### config.mk
export PLATFORM = sky130hd
export DESIGN_NAME = mem_access_unit
export DESIGN_NICKNAME = d
export VERILOG_FILES = /design/src/rtl/mau_pkg.sv /design/src/rtl/load_align.sv /design/src/rtl/mem_access_unit.sv
export SDC_FILE = /design/constraint.sdc
export NUM_CORES = 1
export LEC_CHECK = 0
export BUFFER_PORTS_ARGS = -buffer_cell sky130_fd_sc_hd__buf_2
export CAP_MARGIN = 20
export CORE_MARGIN = 4
export CORE_UTILIZATION = 50
export DETAILED_ROUTE_END_ITERATION = 6
export PLACE_DENSITY_LB_ADDON = 0.15
export SLEW_MARGIN = 20
export SYNTH_ARGS = -nofsm -noshare
export SYNTH_HDL_FRONTEND = slang
export SYNTH_SLANG_ARGS = --single-unit
### constraint.sdc
create_clock -name clk -period 2.4 [get_ports clk]
set_input_delay 0.12 -clock clk [delete_from_list [all_inputs] [get_ports clk]]
set_output_delay 0.12 -clock clk [all_outputs]
set_load 0.01 [all_outputs]
### src/rtl/mau_pkg.sv
// Shared definitions for the MEM-stage access unit: op codes, FSM states
// and small classification helpers used by the datapath.
package mau_pkg;

    localparam logic [3:0] OP_NOP = 4'd0;
    localparam logic [3:0] OP_LB  = 4'd1;
    localparam logic [3:0] OP_LBU = 4'd2;
    localparam logic [3:0] OP_LH  = 4'd3;
    localparam logic [3:0] OP_LHU = 4'd4;
    localparam logic [3:0] OP_LW  = 4'd5;
    localparam logic [3:0] OP_SB  = 4'd9;
    localparam logic [3:0] OP_SH  = 4'd10;
    localparam logic [3:0] OP_SW  = 4'd11;

    typedef enum logic [1:0] {
        IDLE,
        ACCESS,
        RESP
    } state_t;

    function automatic logic is_load(input logic [3:0] op);
        return (op == OP_LB) || (op == OP_LBU) || (op == OP_LH) ||
               (op == OP_LHU) || (op == OP_LW);
    endfunction

    function automatic logic is_store(input logic [3:0] op);
        return (op == OP_SB) || (op == OP_SH) || (op == OP_SW);
    endfunction

    function automatic logic is_misaligned(input logic [3:0] op, input logic [1:0] lo);
        case (op)
            OP_LH, OP_LHU, OP_SH: return lo[0];
            OP_LW, OP_SW:         return lo != 2'b00;
            default:              return 1'b0;
        endcase
    endfunction

endpackage

### src/rtl/load_align.sv
// Selects the addressed byte/half of a little-endian read word and
// sign- or zero-extends it according to the load op.
module load_align
    import mau_pkg::*;
(
    input  logic [31:0] rdata,
    input  logic [1:0]  addr,
    input  logic [3:0]  op,
    output logic [31:0] data
);

    logic [7:0]  byte_sel;
    logic [15:0] half_sel;

    always_comb begin
        byte_sel = rdata[{addr, 3'b000} +: 8];
        half_sel = addr[1] ? rdata[31:16] : rdata[15:0];
        case (op)
            OP_LB:   data = {{24{byte_sel[7]}}, byte_sel};
            OP_LBU:  data = {24'h000000, byte_sel};
            OP_LH:   data = {{16{half_sel[15]}}, half_sel};
            OP_LHU:  data = {16'h0000, half_sel};
            default: data = rdata;
        endcase
    end

endmodule

### src/rtl/mem_access_unit.sv
// MEM stage: issues data-memory accesses over a req/ack handshake, aligns
// load data for writeback, and reports misalignment and bus timeouts.
module mem_access_unit
    import mau_pkg::*;
#(
    parameter int TIMEOUT_CYCLES = 16,
    parameter int CNT_W          = 8
) (
    input  logic        clk,
    input  logic        rst_n,
    input  logic        in_valid,
    output logic        in_ready,
    input  logic [3:0]  in_op,
    input  logic [31:0] in_addr,
    input  logic [31:0] in_wdata,
    input  logic [4:0]  in_rd,
    output logic        stall,
    output logic        mem_req,
    output logic        mem_we,
    output logic [31:0] mem_addr,
    output logic [3:0]  mem_be,
    output logic [31:0] mem_wdata,
    input  logic [31:0] mem_rdata,
    input  logic        mem_ack,
    output logic        wb_valid,
    output logic        wb_we,
    output logic [4:0]  wb_rd,
    output logic [31:0] wb_data,
    output logic        addr_err,
    output logic        bus_err,
    output logic [31:0] err_addr
);

    localparam logic             TIMEOUT_EN = (TIMEOUT_CYCLES > 0);
    localparam logic [CNT_W-1:0] CNT_LAST   = CNT_W'((TIMEOUT_CYCLES > 0) ? TIMEOUT_CYCLES - 1 : 0);

    state_t state, state_d;

    logic [3:0]       op_q, op_d;
    logic [31:0]      addr_q, addr_d;
    logic [4:0]       rd_q, rd_d;
    logic [CNT_W-1:0] cnt_q, cnt_d;

    logic        mem_req_d, mem_we_d;
    logic [31:0] mem_addr_d, mem_wdata_d;
    logic [3:0]  mem_be_d;
    logic        wb_valid_d, wb_we_d, addr_err_d, bus_err_d;
    logic [4:0]  wb_rd_d;
    logic [31:0] wb_data_d, err_addr_d;

    logic [3:0]  be_new;
    logic [31:0] wdata_new;
    logic [31:0] load_data;

    assign in_ready = (state == IDLE);
    assign stall    = in_valid & ~in_ready;

    // Aligned against the live read bus so wb_data is ready in RESP.
    load_align u_load_align (
        .rdata (mem_rdata),
        .addr  (addr_q[1:0]),
        .op    (op_q),
        .data  (load_data)
    );

    always_comb begin
        be_new    = 4'b1111;
        wdata_new = '0;
        case (in_op)
            OP_SB: begin
                be_new    = 4'b0001 << in_addr[1:0];
                wdata_new = {4{in_wdata[7:0]}};
            end
            OP_SH: begin
                be_new    = in_addr[1] ? 4'b1100 : 4'b0011;
                wdata_new = {2{in_wdata[15:0]}};
            end
            OP_SW:   wdata_new = in_wdata;
            default: ;
        endcase
    end

    always_comb begin
        state_d     = state;
        op_d        = op_q;
        addr_d      = addr_q;
        rd_d        = rd_q;
        cnt_d       = cnt_q;
        mem_req_d   = mem_req;
        mem_we_d    = mem_we;
        mem_addr_d  = mem_addr;
        mem_be_d    = mem_be;
        mem_wdata_d = mem_wdata;
        wb_valid_d  = 1'b0;
        wb_we_d     = 1'b0;
        wb_rd_d     = '0;
        wb_data_d   = '0;
        addr_err_d  = 1'b0;
        bus_err_d   = 1'b0;
        err_addr_d  = '0;

        case (state)
            IDLE: begin
                if (in_valid) begin
                    if (is_load(in_op) || is_store(in_op)) begin
                        if (is_misaligned(in_op, in_addr[1:0])) begin
                            addr_err_d = 1'b1;
                            err_addr_d = in_addr;
                        end else begin
                            state_d     = ACCESS;
                            op_d        = in_op;
                            addr_d      = in_addr;
                            rd_d        = in_rd;
                            cnt_d       = '0;
                            mem_req_d   = 1'b1;
                            mem_we_d    = is_store(in_op);
                            mem_addr_d  = {in_addr[31:2], 2'b00};
                            mem_be_d    = be_new;
                            mem_wdata_d = wdata_new;
                        end
                    end else begin
                        wb_valid_d = 1'b1;
                        wb_we_d    = (in_rd != 5'd0);
                        wb_rd_d    = in_rd;
                        wb_data_d  = in_addr;
                    end
                end
            end
            ACCESS: begin
                cnt_d = cnt_q + 1'b1;
                if (mem_ack) begin
                    state_d     = RESP;
                    mem_req_d   = 1'b0;
                    mem_we_d    = 1'b0;
                    mem_addr_d  = '0;
                    mem_be_d    = '0;
                    mem_wdata_d = '0;
                    wb_valid_d  = 1'b1;
                    wb_rd_d     = rd_q;
                    if (is_load(op_q)) begin
                        wb_we_d   = (rd_q != 5'd0);
                        wb_data_d = load_data;
                    end
                end else if (TIMEOUT_EN && (cnt_q == CNT_LAST)) begin
                    state_d     = IDLE;
                    mem_req_d   = 1'b0;
                    mem_we_d    = 1'b0;
                    mem_addr_d  = '0;
                    mem_be_d    = '0;
                    mem_wdata_d = '0;
                    bus_err_d   = 1'b1;
                    err_addr_d  = addr_q;
                end
            end
            RESP:    state_d = IDLE;
            default: state_d = IDLE;
        endcase
    end

    always_ff @(posedge clk) begin
        if (!rst_n) begin
            state     <= IDLE;
            op_q      <= '0;
            addr_q    <= '0;
            rd_q      <= '0;
            cnt_q     <= '0;
            mem_req   <= 1'b0;
            mem_we    <= 1'b0;
            mem_addr  <= '0;
            mem_be    <= '0;
            mem_wdata <= '0;
            wb_valid  <= 1'b0;
            wb_we     <= 1'b0;
            wb_rd     <= '0;
            wb_data   <= '0;
            addr_err  <= 1'b0;
            bus_err   <= 1'b0;
            err_addr  <= '0;
        end else begin
            state     <= state_d;
            op_q      <= op_d;
            addr_q    <= addr_d;
            rd_q      <= rd_d;
            cnt_q     <= cnt_d;
            mem_req   <= mem_req_d;
            mem_we    <= mem_we_d;
            mem_addr  <= mem_addr_d;
            mem_be    <= mem_be_d;
            mem_wdata <= mem_wdata_d;
            wb_valid  <= wb_valid_d;
            wb_we     <= wb_we_d;
            wb_rd     <= wb_rd_d;
            wb_data   <= wb_data_d;
            addr_err  <= addr_err_d;
            bus_err   <= bus_err_d;
            err_addr  <= err_addr_d;
        end
    end

endmodule

### Word-level counts from Yosys, hierarchy flattened

Cells that the tools add are included.

* register bits: 194
* bits of input ports: 109
* output and inout port bits: 145
* word-level logic and storage cells: 139

* add/subtract/negate cells: 1
* equality and inequality tests: 19
* shift operators: 2
* mux-type cells: 71
* bitwise logic cells: 5
* reduce and logical (&&, ||, !) cells: 24

Operators by type and width (count)
* $mux W32: 17
* $pmux W32 S2: 4
* $pmux W32 S4: 1
* $pmux W32 S3: 1
* $shiftx A32 B6 Y8: 1
* $mux W4: 6
* $mux W8: 3
* $mux W1: 20
* $eq A4 B2 Y1 const B: 4
* $eq A4 B3 Y1 const B: 4
* $mux W16: 1
* $pmux W4 S2: 2
* $pmux W8 S2: 1
* $reduce_and A4 Y1: 4
* $mux W5: 3
* $eq A4 B4 Y1 const B: 3
* $logic_or A1 B1 Y1: 11
* $mux W2: 5
* $pmux W1 S2: 5
* $pmux W5 S2: 1
* $reduce_bool A5 Y1: 2
* $add A8 B1 Y8 const B: 1
* $eq A4 B1 Y1 const B: 2
* $eq A8 B4 Y1 const B: 1
* other kinds (13): 19

### Logic depth before layout (Yosys ltp)

* depth in word-level cells: 13
* gate-level depth with buffers: 9
* gate-level depth less buffers: 5

### Hierarchy

Synthesis repeated with hierarchy kept, for this count alone.

* cell total of the unflattened synthesis: 913
* area, all modules: 8091.5 µm²

By module, submodules not included
* mem_access_unit: times used 1, cells each 808, area each 7183.1 µm², seq. area each 3843.7 µm²
* load_align: times used 1, cells each 105, area each 908.4 µm², seq. area each 0.0 µm²

### Worst setup path after synthesis

No wires, ideal clock.

* kind: flip-flop to flip-flop
* from: register addr_q[1]
* to: register wb_data[21]
* library setup time: 0.128 ns
* arrival: 1.780 ns
* data required time: 2.272 ns
* path slack: 0.492 ns
* cell stages (with the launch flop): 8
* path buffers: 2
* period minus slack after synthesis: 1.908 ns
* path through: dfxtp_1 buf_4 mux2_2 nor3_1 a311oi_1 o21ai_0 clkbuf_1 o21ai_0

* word-level cells in the longest chain between the ends: 5
* elaborated cells on any way between the ends: 6
* classes of those cells: shift (1); mux (5)

Ends and longest elaborated chain
* from (decl): RTL line mem_access_unit.sv:40 `logic [31:0] addr_q, addr_d;`
* from (signal assigned): RTL line mem_access_unit.sv:182 `addr_q <= addr_d;`
* $shiftx A32 B6 Y8 or $mux W16 (tied branches): RTL line load_align.sv:16, load_align.sv:17
* $pmux W32 S4 *: RTL line load_align.sv:18 `case (op)`
* $mux W32 *: RTL line mem_access_unit.sv:140 `if (is_load(op_q)) begin`
* $mux W32 *: RTL line mem_access_unit.sv:131 `if (mem_ack) begin`
* $pmux W32 S2 *: RTL line mem_access_unit.sv:102 `case (state)`
* to (signal assigned): RTL line mem_access_unit.sv:193 `wb_data <= wb_data_d;`
* to (decl): RTL line mem_access_unit.sv:28 `output logic [31:0] wb_data,`

Mark *: on every way between the ends. The rest lies on a longest branch, timed or not.
A chain may end at the register's enable or synchronous reset.

### Worst setup path in the final report

* from: register state[0]
* to: register wb_data[27]

* word-level cells in the longest chain between the ends: 2
* elaborated cells on any way between the ends: 3
* classes of those cells: eq/ne (1); mux (1); reduce/logical (1)

Ends and longest elaborated chain
* from (decl): RTL line mem_access_unit.sv:37 `state_t state, state_d;`
* from (signal assigned): RTL line mem_access_unit.sv:180 `state <= state_d;`
* $eq A2 B1 Y1 or $logic_not A2 Y1 (tied branches): RTL line mem_access_unit.sv:102
* $pmux W32 S2 *: RTL line mem_access_unit.sv:102

Marks and branches as above.

==> impl_metrics.yaml <==
worst_setup_path:
  path_class: "flip-flop to flip-flop"
  crit_start: "state[0]"
  crit_required_ns: 2.78
  cp_cell_sequence: "nor2b_2, nand4b_1, nor2_1, o21ai_1, buf_4, o21ai_0, dlygate4sd3_1"
  reg2reg_from: "state[0]"
  critPathCaptureType: "flip-flop"
  r2r_cells: 7
  worstPathArrival_ns: 2.60
  crit_path_start_kind: "flip-flop"
  cp_slowest_cell: "dlygate4sd3_1"
  reg2reg_to: "wb_data[27]"
  r2r_slack_ns: 0.18
  slowest_delay_ns: 0.57
  endpoint: "wb_data[27]"
  crit_fanout: 16
yosys:
  synth.cells.most_frequent: "192 x dfxtp_1, 155 x nand2_1, 87 x a21oi_1, 77 x nor2_1, 57 x o21ai_0"
  synthTopCellsByArea: "dfxtp_1 49%, nand2_1 7.5%, a21oi_1 5.6%, a22oi_1 5.2%, nor2_1 3.7%"
  synth_ff_type: "dfxtp_1"
  synth_seq_cells: 192
  yosysMostFrequentCell: "dfxtp_1"
  yosysTopAreaCellShare_pct: 49.5
  synth_area_leader_cell: "dfxtp_1"
  avgSynthCellArea_sq_um: 8.60
  async_flop_share_pct: 0
  yosysWarningCount: 0
  ys_types: 58
  synth_edf_count: 0
  syn_area_sq_mm: 0.00777
  syn_inst: 903
  ys_seq_area_share_pct: 49.5
power_and_ir_drop:
  power.total_uw: 7300
  p_per_area_mw_per_mm2: 700
  vdd.ir_drop.worst_mv: 0.562
  power.leakage_uw: 0.00447
timing:
  finalSetupViolCount: 0
  drv_slew: 0
  rsz0062_at_grt: "false"
  worst_pin_slew_ns: 1.04
  max_slew_margin_pct: 30.4
  setup-tns-final_ns: 0
  fin_crit_ns: 2.22
  fin_skew_ns: 0.0134
  hold_viol: 0
  max_freq_mhz: 450
  min_period_over_period_pct: 92.6
  hold_slack_ns: 0.0158
global_route:
  track_usage_pct: 27.2
  grt_pass1_wl_microns: 38800
  grt_max_degree: 47
  antenna_found_initial: 6
  overflow: 0
  first_global_vias: 7491
floorplan:
  die_w_microns: 133
  fp.coreArea_sq_mm: 0.0152
  rows: 45
  die_y_microns: 133
  start_util_pct: 51.1
  io_pins: 254
  die_area_sq_mm: 0.0176
min_path:
  hold-path-cell-count: 3
  hp-class: "input pin to flip-flop"
detailed_routing:
  num_vias: 7814
  firstDrtPassIters: 5
  drt-vias-per-instance: 5.63
  drc_errors: 0
  routedWlPerCell_microns: 17.7
  wl_microns: 24600
  drt_iter0_drc: 531
  final_antenna_net_count: 0
clock_network:
  clk_pin_slew_ns: 0.07
  cts.sinks: 192
  cts_buffer_depth: 2
  cts_tree: "done"
  cts_root_buf: "clkbuf_16"
  htree_num_levels: 4
  cts_made_buffers: 17
  post_cts_buffers: 0
  clk_latency_ns: 0.44
place:
  dpl.hpwl_microns: 16300
  gp_congestion: 0.876
  placed_cell_area_sq_mm: 0.00917
  port_buffers: 251
  place_inst: 1289
final_layout:
  fillerInstances: 1268
  drive_gt1_share_pct: 27.5
  areaGrowthSynthToFinish_pct: 34.3
  design_area_sq_mm: 0.0104
  nNetsFinal: 1293
  finalNonFillerCells: 1389
job:
  cap_violations: 0
outcome:
  status: "complete, no violations"
## cells in the final DEF, fill, tap and decap left out, drive strengths merged, types with 11 or more instances in the layout
| cell type | synthesis | final |
|---|---|---|
| a22oi | 54 | 54 |
| o2bb2ai | 16 | 16 |
| dlygate4sd3 | 0 | 63 |
| dfxtp | 192 | 192 |
| a22o | 24 | 24 |
| nand3 | 33 | 33 |
| nor2 | 77 | 77 |
| a21oi | 89 | 89 |
| clkbuf | 45 | 17 |
| buf | 32 | 274 |
| o21ai | 60 | 60 |
| inv | 4 | 11 |
| nand2 | 155 | 155 |
| mux2i | 25 | 25 |
## per-stage QoR
stage                     util [%]  setup WS, ns
after global routing          68.6        0.0369
after floorplan                  -         0.492
after CTS                     68.5        0.0518
after detailed placement      60.3         0.318
final                         68.6         0.177
after global placement        60.3         0.352
## cell type report
class | instances | area, sq um | share of cell area (%)
Tap cell | 188 | 235 | 2.25
Antenna cell | 5 | 12.5 | 0.120
Multi-Input combinational cell | 631 | 3600 | 34.5
Sequential cell | 192 | 3840 | 36.8
Clock inverter | 15 | 195 | 1.87
Clock buffer | 17 | 425 | 4.08
Timing Repair Buffer | 337 | 2110 | 20.2
Inverter | 4 | 15.0 | 0.144
## routing by layer
layer	GRT usage (%)	wire (microns)	part of all wire, %
met5	0	7	0.028
met4	11.1	795	3.2
met3	8.33	2020	8.2
met2	43.1	11400	46
met1	34.7	10400	42
## sequential cells by signal, indices dropped and copies added (netlist names), 5 cells and up
signal     count
rd_q           5
wb_rd          5
mem_wdata     32
err_addr      32
addr_q        32
wb_data       32
cnt_q          8
mem_addr      30
## cell families after synthesis
logic type      Yosys count  share of synthesized area (%)
buf+inv                  81                           4.72
compound gates          281                           23.5
other cells               1                         0.0483
mux                      34                           4.53
fa+ha+maj                 1                          0.161
xor+xnor                  2                          0.226
flops                   192                           49.5
simple gates            311                           17.3
## power by group
part           switching (uW)  internal (uW)  total, uW
logic                     573            393        966
clock network            1310           1670       2980
registers                62.4           3300       3360
total                    1940           5360       7300
## worst min-delay path by stage
stage	startpoint	end	slack [ns]
detailed placement	in_addr[23]	wb_data[23]	0.38
CTS	in_wdata[8]	mem_wdata[8]	0.009
global route	in_op[1]	op_q[1]	0.01
global placement	in_addr[17]	wb_data[17]	0.37
finish	in_op[0]	op_q[0]	0.02
floorplan	mem_ack	bus_err	0.20
## critical path: cells and delay by family (launching register included)
kind / cells / cell delay [ns]
buffers and inverters: 2 / 0.77
AOI/OAI and AO/OA: 2 / 0.26
and+or+nand+nor: 3 / 0.78
DFF: 1 / 0.35
## timing repair
| action | in CTS | in global routing |
|---|---|---|
| gates resized for setup | 0 | 1 |
| hold buffers | 63 | 0 |
| hold endpoints to repair | 132 | 0 |
| endpoints found under the setup margin | 0 | 13 |
Power figures use the tool's default switching activity.
